## config.mk

```make
export PLATFORM = sky130hd
export DESIGN_NAME = operand_fetch_stage
export DESIGN_NICKNAME = d
export VERILOG_FILES = /design/src/rtl/mips_pkg.sv /design/src/rtl/mips_regfile.sv /design/src/rtl/operand_fetch_stage.sv
export SDC_FILE = /design/constraint.sdc
export NUM_CORES = 2
export LEC_CHECK = 0
export ABC_AREA = 0
export BUFFER_PORTS_ARGS = -buffer_cell sky130_fd_sc_hd__clkbuf_2
export CORE_UTILIZATION = 60
export CTS_BUF_LIST = sky130_fd_sc_hd__clkbuf_4 sky130_fd_sc_hd__clkbuf_8 sky130_fd_sc_hd__clkbuf_16
export DETAILED_ROUTE_END_ITERATION = 7
export GPL_TIMING_DRIVEN = 0
export PLACE_DENSITY = 0.88
export SLEW_MARGIN = 20
export SYNTH_ARGS = -nofsm -noshare
export SYNTH_HDL_FRONTEND = slang
export SYNTH_HIERARCHICAL = 1
export SYNTH_SLANG_ARGS = --single-unit
```

## constraint.sdc

```tcl
create_clock -name clk -period 2 [get_ports clk]
set_clock_uncertainty 0.15 [all_clocks]
set_input_delay 0.1 -clock clk [delete_from_list [all_inputs] [get_ports clk]]
set_output_delay 0.1 -clock clk [all_outputs]
set_load 0.02 [all_outputs]
```

## src/rtl/mips_pkg.sv

```systemverilog
// mips_pkg: shared opcode, ALU-op and funct encodings plus datapath widths
package mips_pkg;
  localparam int DATA_W = 32;
  localparam int REG_AW = 5;
  localparam logic [5:0] OP_RTYPE = 6'b000000;
  localparam logic [5:0] OP_LW    = 6'b100011;
  localparam logic [5:0] OP_SW    = 6'b101011;
  localparam logic [5:0] OP_ADDI  = 6'b001000;
  localparam logic [5:0] OP_BEQ   = 6'b000100;
  localparam logic [5:0] FN_ADD   = 6'b100000;
  localparam logic [5:0] FN_SUB   = 6'b100010;
  typedef enum logic [1:0] {
    ALUOP_ADD   = 2'b00,
    ALUOP_SUB   = 2'b01,
    ALUOP_RTYPE = 2'b10
  } aluop_e;
  typedef enum logic {
    ST_EMPTY = 1'b0,
    ST_FULL  = 1'b1
  } ostate_e;
  function automatic logic [DATA_W-1:0] sext16(input logic [15:0] v);
    return {{(DATA_W-16){v[15]}}, v};
  endfunction
endpackage

```

## src/rtl/mips_regfile.sv

```systemverilog
// mips_regfile: 32x32 register file, two async read ports, one sync write port, r0 hardwired zero
module mips_regfile
  import mips_pkg::*;
(
  input  logic              clk,
  input  logic              rst_n,
  input  logic [REG_AW-1:0] ra1_i,
  output logic [DATA_W-1:0] rd1_o,
  input  logic [REG_AW-1:0] ra2_i,
  output logic [DATA_W-1:0] rd2_o,
  input  logic              we_i,
  input  logic [REG_AW-1:0] wa_i,
  input  logic [DATA_W-1:0] wd_i
);
  logic [DATA_W-1:0] mem_q [32];
  assign rd1_o = (ra1_i == '0) ? '0 : mem_q[ra1_i];
  assign rd2_o = (ra2_i == '0) ? '0 : mem_q[ra2_i];
  always_ff @(posedge clk or negedge rst_n) begin
    if (!rst_n) begin
      for (int i = 0; i < 32; i++) mem_q[i] <= '0;
    end else if (we_i && wa_i != '0) begin
      mem_q[wa_i] <= wd_i;
    end
  end
endmodule

```

## src/rtl/operand_fetch_stage.sv

```systemverilog
// operand_fetch_stage: decodes a MIPS instruction, fetches operands and holds the
// result bundle in a valid/ready output register; also owns the write-back port.
module operand_fetch_stage
  import mips_pkg::*;
(
  input  logic              clk,
  input  logic              rst_n,
  input  logic              instr_valid,
  input  logic [31:0]       instr,
  output logic              instr_ready,
  input  logic              wb_en,
  input  logic [REG_AW-1:0] wb_addr,
  input  logic [DATA_W-1:0] wb_data,
  output logic              out_valid,
  input  logic              out_ready,
  output logic [1:0]        OpALU,
  output logic [5:0]        funct,
  output logic [DATA_W-1:0] a,
  output logic [DATA_W-1:0] b,
  output logic [REG_AW-1:0] dest_reg,
  output logic              illegal
);
  logic [5:0]        opcode;
  logic [REG_AW-1:0] rs, rt, rd;
  logic [DATA_W-1:0] rs_rf, rt_rf, rs_v, rt_v, imm_x;
  logic [DATA_W-1:0] a_d, b_d, a_q, b_q;
  logic [REG_AW-1:0] dest_d, dest_q;
  logic [5:0]        fn_d, fn_q;
  aluop_e            op_d, op_q;
  logic              ill_d, ill_q, accept;
  ostate_e           state_q;
  assign opcode = instr[31:26];
  assign rs     = instr[25:21];
  assign rt     = instr[20:16];
  assign rd     = instr[15:11];
  assign imm_x  = sext16(instr[15:0]);
  mips_regfile u_rf (
    .clk   (clk),
    .rst_n (rst_n),
    .ra1_i (rs),
    .rd1_o (rs_rf),
    .ra2_i (rt),
    .rd2_o (rt_rf),
    .we_i  (wb_en),
    .wa_i  (wb_addr),
    .wd_i  (wb_data)
  );
  // Same-cycle write-back forwards into the operand being snapshotted
  assign rs_v = (wb_en && rs != '0 && wb_addr == rs) ? wb_data : rs_rf;
  assign rt_v = (wb_en && rt != '0 && wb_addr == rt) ? wb_data : rt_rf;
  always_comb begin
    ill_d  = 1'b0;
    op_d   = ALUOP_ADD;
    fn_d   = FN_ADD;
    a_d    = rs_v;
    b_d    = imm_x;
    dest_d = '0;
    case (opcode)
      OP_RTYPE: begin
        op_d   = ALUOP_RTYPE;
        fn_d   = instr[5:0];
        b_d    = rt_v;
        dest_d = rd;
      end
      OP_LW, OP_ADDI: dest_d = rt;
      OP_SW: dest_d = '0;
      OP_BEQ: begin
        op_d = ALUOP_SUB;
        fn_d = FN_SUB;
        b_d  = rt_v;
      end
      default: begin
        ill_d = 1'b1;
        fn_d  = '0;
        a_d   = '0;
        b_d   = '0;
      end
    endcase
  end
  assign out_valid   = (state_q == ST_FULL);
  assign instr_ready = !out_valid || out_ready;
  assign accept      = instr_valid && instr_ready;
  always_ff @(posedge clk or negedge rst_n) begin
    if (!rst_n) begin
      state_q <= ST_EMPTY;
      op_q    <= ALUOP_ADD;
      fn_q    <= '0;
      a_q     <= '0;
      b_q     <= '0;
      dest_q  <= '0;
      ill_q   <= 1'b0;
    end else if (accept) begin
      state_q <= ST_FULL;
      op_q    <= op_d;
      fn_q    <= fn_d;
      a_q     <= a_d;
      b_q     <= b_d;
      dest_q  <= dest_d;
      ill_q   <= ill_d;
    end else if (out_ready) begin
      state_q <= ST_EMPTY;
    end
  end
  assign OpALU    = op_q;
  assign funct    = fn_q;
  assign a        = a_q;
  assign b        = b_q;
  assign dest_reg = dest_q;
  assign illegal  = ill_q;
endmodule

```

==> flow_metrics.py <==
metrics = {
    "run_status": {
        "status": "finished, violations left",
        "violations": "design-rule violations, negative hold slack, negative setup slack",
    },
    "floorplanning": {
        "boundaryPins": 154,
        "start_util": 0.607,
        "fp.dieW_um": 315,
        "fp.dieH_um": 315,
        "rows": 114,
        "coreArea_um2": 96900,
        "die_area_um2": 99300,
    },
    "clock_network": {
        "clkSlewWorstSetupHoldPaths_ns": 0.06,
        "root_buffer": "clkbuf_16",
        "clkSinkCount": 1103,
        "h-tree-depth": 3,
        "clkLatencyLatePin_ns": 0.72,
        "cts_max_path_buffers": 3,
        "cts_tree": "done",
        "cts_buffers": 112,
        "cts_hold_buf": 63,
    },
    "worst_setup_path": {
        "required_ns": 2.44,
        "ff2ff_setup_slack_ns": -0.37,
        "reg2reg_from": "u_rf/mem_q[37]",
        "critPathMaxStageDelay_ns": 0.51,
        "timing.rr.end": "b[5]",
        "cp_slowest_cell": "a311oi_2",
        "rr_worst_depth": 5,
        "critPathKind": "in -> reg",
        "critPathArrivalTime_ns": 2.95,
        "cp-start-kind": "primary input",
        "critPathCaptureType": "flop",
        "crit_buf_inv": 4,
        "cp_max_fo": 10,
        "crit_chain": "clkbuf_2 -> clkbuf_4 -> nor2b_1 -> clkbuf_2 -> buf_4 -> a22oi_2 -> a311oi_2 -> mux2i_2 -> o22ai_1",
        "cpLargestDelayFamily": "buffers and inverters",
        "critPathMostFrequentCell": "clkbuf_2",
    },
    "logic_synthesis": {
        "synthFlopType": "dfrtp_1",
        "ys.warnings.count": 6,
        "ys_seq_elements": 1103,
        "netlist_top_cells_area": "dfrtp_1 (47%), mux2_2 (19%), mux4_2 (15%)",
        "yosysTopAreaCell": "dfrtp_1",
        "async_flop_share": 1.00,
        "synthDistinctLibCells": 59,
        "synth_area_um2": 58800,
        "ys_top_cells_by_count": "dfrtp_1 (1103), mux2_2 (981), mux4_2 (393)",
        "syn_nets": 4060,
        "synth_edf_count": 0,
        "synth-seq-area-share": 0.469,
        "synth_cells": 3986,
        "yosysTopAreaCellShare": 0.469,
        "synth_most_common_cell": "dfrtp_1",
        "avgSynthCellArea_um2": 14.8,
    },
    "final_layout": {
        "fin_cells": 5763,
        "utilization": 0.709,
        "largest_reg_flops": 1024,
        "finalNetCount": 4462,
        "fillCellCount": 5559,
        "area_growth_pct": 16.7,
        "post-route-cell-area_um2": 68600,
        "top_register": "u_rf/mem_q",
        "drive_gt1_frac": 0.544,
    },
    "power": {
        "power.switching_uw": 19900,
        "leakagePower_uw": 0.0297,
        "p_int_uw": 47400,
        "sw_frac_of_total": 0.296,
        "peakVddDrop_v": 0.000801,
        "p_total_uw": 67300,
        "powerDensity_nw_per_um2": 981,
        "power.share.clock": 0.328,
        "p_seq_frac": 0.443,
        "combPwrFrac": 0.229,
    },
    "run": {
        "drv_cap": 0,
    },
    "drt": {
        "drt_iter0_markers": 8164,
        "viasPerCell": 8.00,
        "wl_per_cell_um": 40.7,
        "vias": 46100,
        "dr.pass1.iters": 8,
        "routed_wl_um": 235000,
        "drt.antenna.violating_nets": 0,
        "drc_errors": 43,
    },
    "timing": {
        "worstMarginPinSlew_ns": 1.22,
        "post-route-period-util": 1.26,
        "final.min_clock_period_ns": 2.51,
        "slew_viol_final": 0,
        "setup_tns_ns": -10.38,
        "fin_hold_ws_ns": -0.809,
        "rsz0062_at_grt": "yes",
        "slew-limit-headroom": 0.187,
        "fmax_ghz": 0.398,
        "setup_violations": 64,
        "finalHoldViolations": 270,
        "setup_slack_ns": -0.515,
    },
    "place": {
        "place_hpwl_um": 147000,
        "placed_cell_area_um2": 61600,
        "dp.cells": 5430,
        "place.gp.congestion": 1.02,
        "portBuffers": 153,
    },
    "grt": {
        "antenna_found_initial": 8,
        "grt_remaining_overflow": 0,
        "grt_max_degree": 95,
        "grt_pass1_wl_um": 325000,
        "grt_use_total": 0.463,
        "grt_pass1_vias": 46100,
    },
    "min_path": {
        "hold_class": "in -> async",
    },
}
## layout make-up
cell class	count	area, um^2	area share
multi-input combinational	2425	30500	0.444
sequential	1103	27600	0.402
clock buffer	177	3540	0.0515
buffer	446	2740	0.0399
timing repair buffer	292	2310	0.0336
tap	1276	1600	0.0233
clock inverter	27	314	0.00458
inverter	8	30.0	0.000438
antenna	9	22.5	0.000328
## power by group through the flow
stage	combinational (uW)	sequential [uW]	clock, uW
floorplan	9340	28600	0
global placement	12300	29300	0
detailed placement	12900	29600	0
CTS	14000	29300	21900
global route	15800	30000	22800
finish	15400	29800	22100
## worst max-delay path by stage
stage | endpoint | slack, ns | from | depth (start not counted)
6_report | b[5] | -0.51 | instr[19] | 9
5_1_grt | b[21] | -0.40 | instr[16] | 10
4_1_cts | b[22] | -0.17 | u_rf/mem_q[918] | 6
3_5_place_dp | b[8] | -1.85 | instr[16] | 10
3_3_place_gp | u_rf/mem_q[903] | -25.64 | rst_n | 1
2_1_floorplan | funct[5] | 0.07 | out_valid | 6
## routing by layer
layer / GRT usage / vias up / part of all wire
li1: - / 16200 / -
met1: 0.544 / 23000 / 0.31
met2: 0.625 / 5115 / 0.40
met3: 0.258 / 1752 / 0.18
met4: 0.361 / 12 / 0.10
met5: 0.0193 / - / 0.0012
## stage by stage
step | setup WS (ns) | hold slack, ns
floorplan | 0.0682 | -0.346
global placement | -25.64 | 0.192
detailed placement | -1.85 | -0.0220
CTS | -0.175 | -0.737
global route | -0.400 | -0.757
finish | -0.515 | -0.809
## cell families after synthesis
logic type             Yosys count  share of synthesized area
buffers and inverters          458                     0.0417
AO/OA/AOI/OAI                  469                     0.0559
multiplexers                  1696                      0.410
AND/OR/NAND/NOR                252                     0.0221
XOR/XNOR                         8                    0.00119
flip-flops                    1103                      0.469
## cells in the final DEF, fill, tap and decap left out, drive strengths merged, types with 66 or more instances in the layout
master / n
mux2: 1056
nor2b: 67
mux2i: 192
dfrtp: 1103
a211oi: 66
clkbuf: 529
o21ai: 151
nand2: 103
buf: 323
mux4: 448
## what timing repair did
action	4_1_cts	5_1_grt
hold endpoints to repair	376	202
gates resized for setup	387	226
endpoints found under the setup margin	78	124
pin swaps	66	70
buffers inserted	34	27
(Power assumes the default switching activity.)
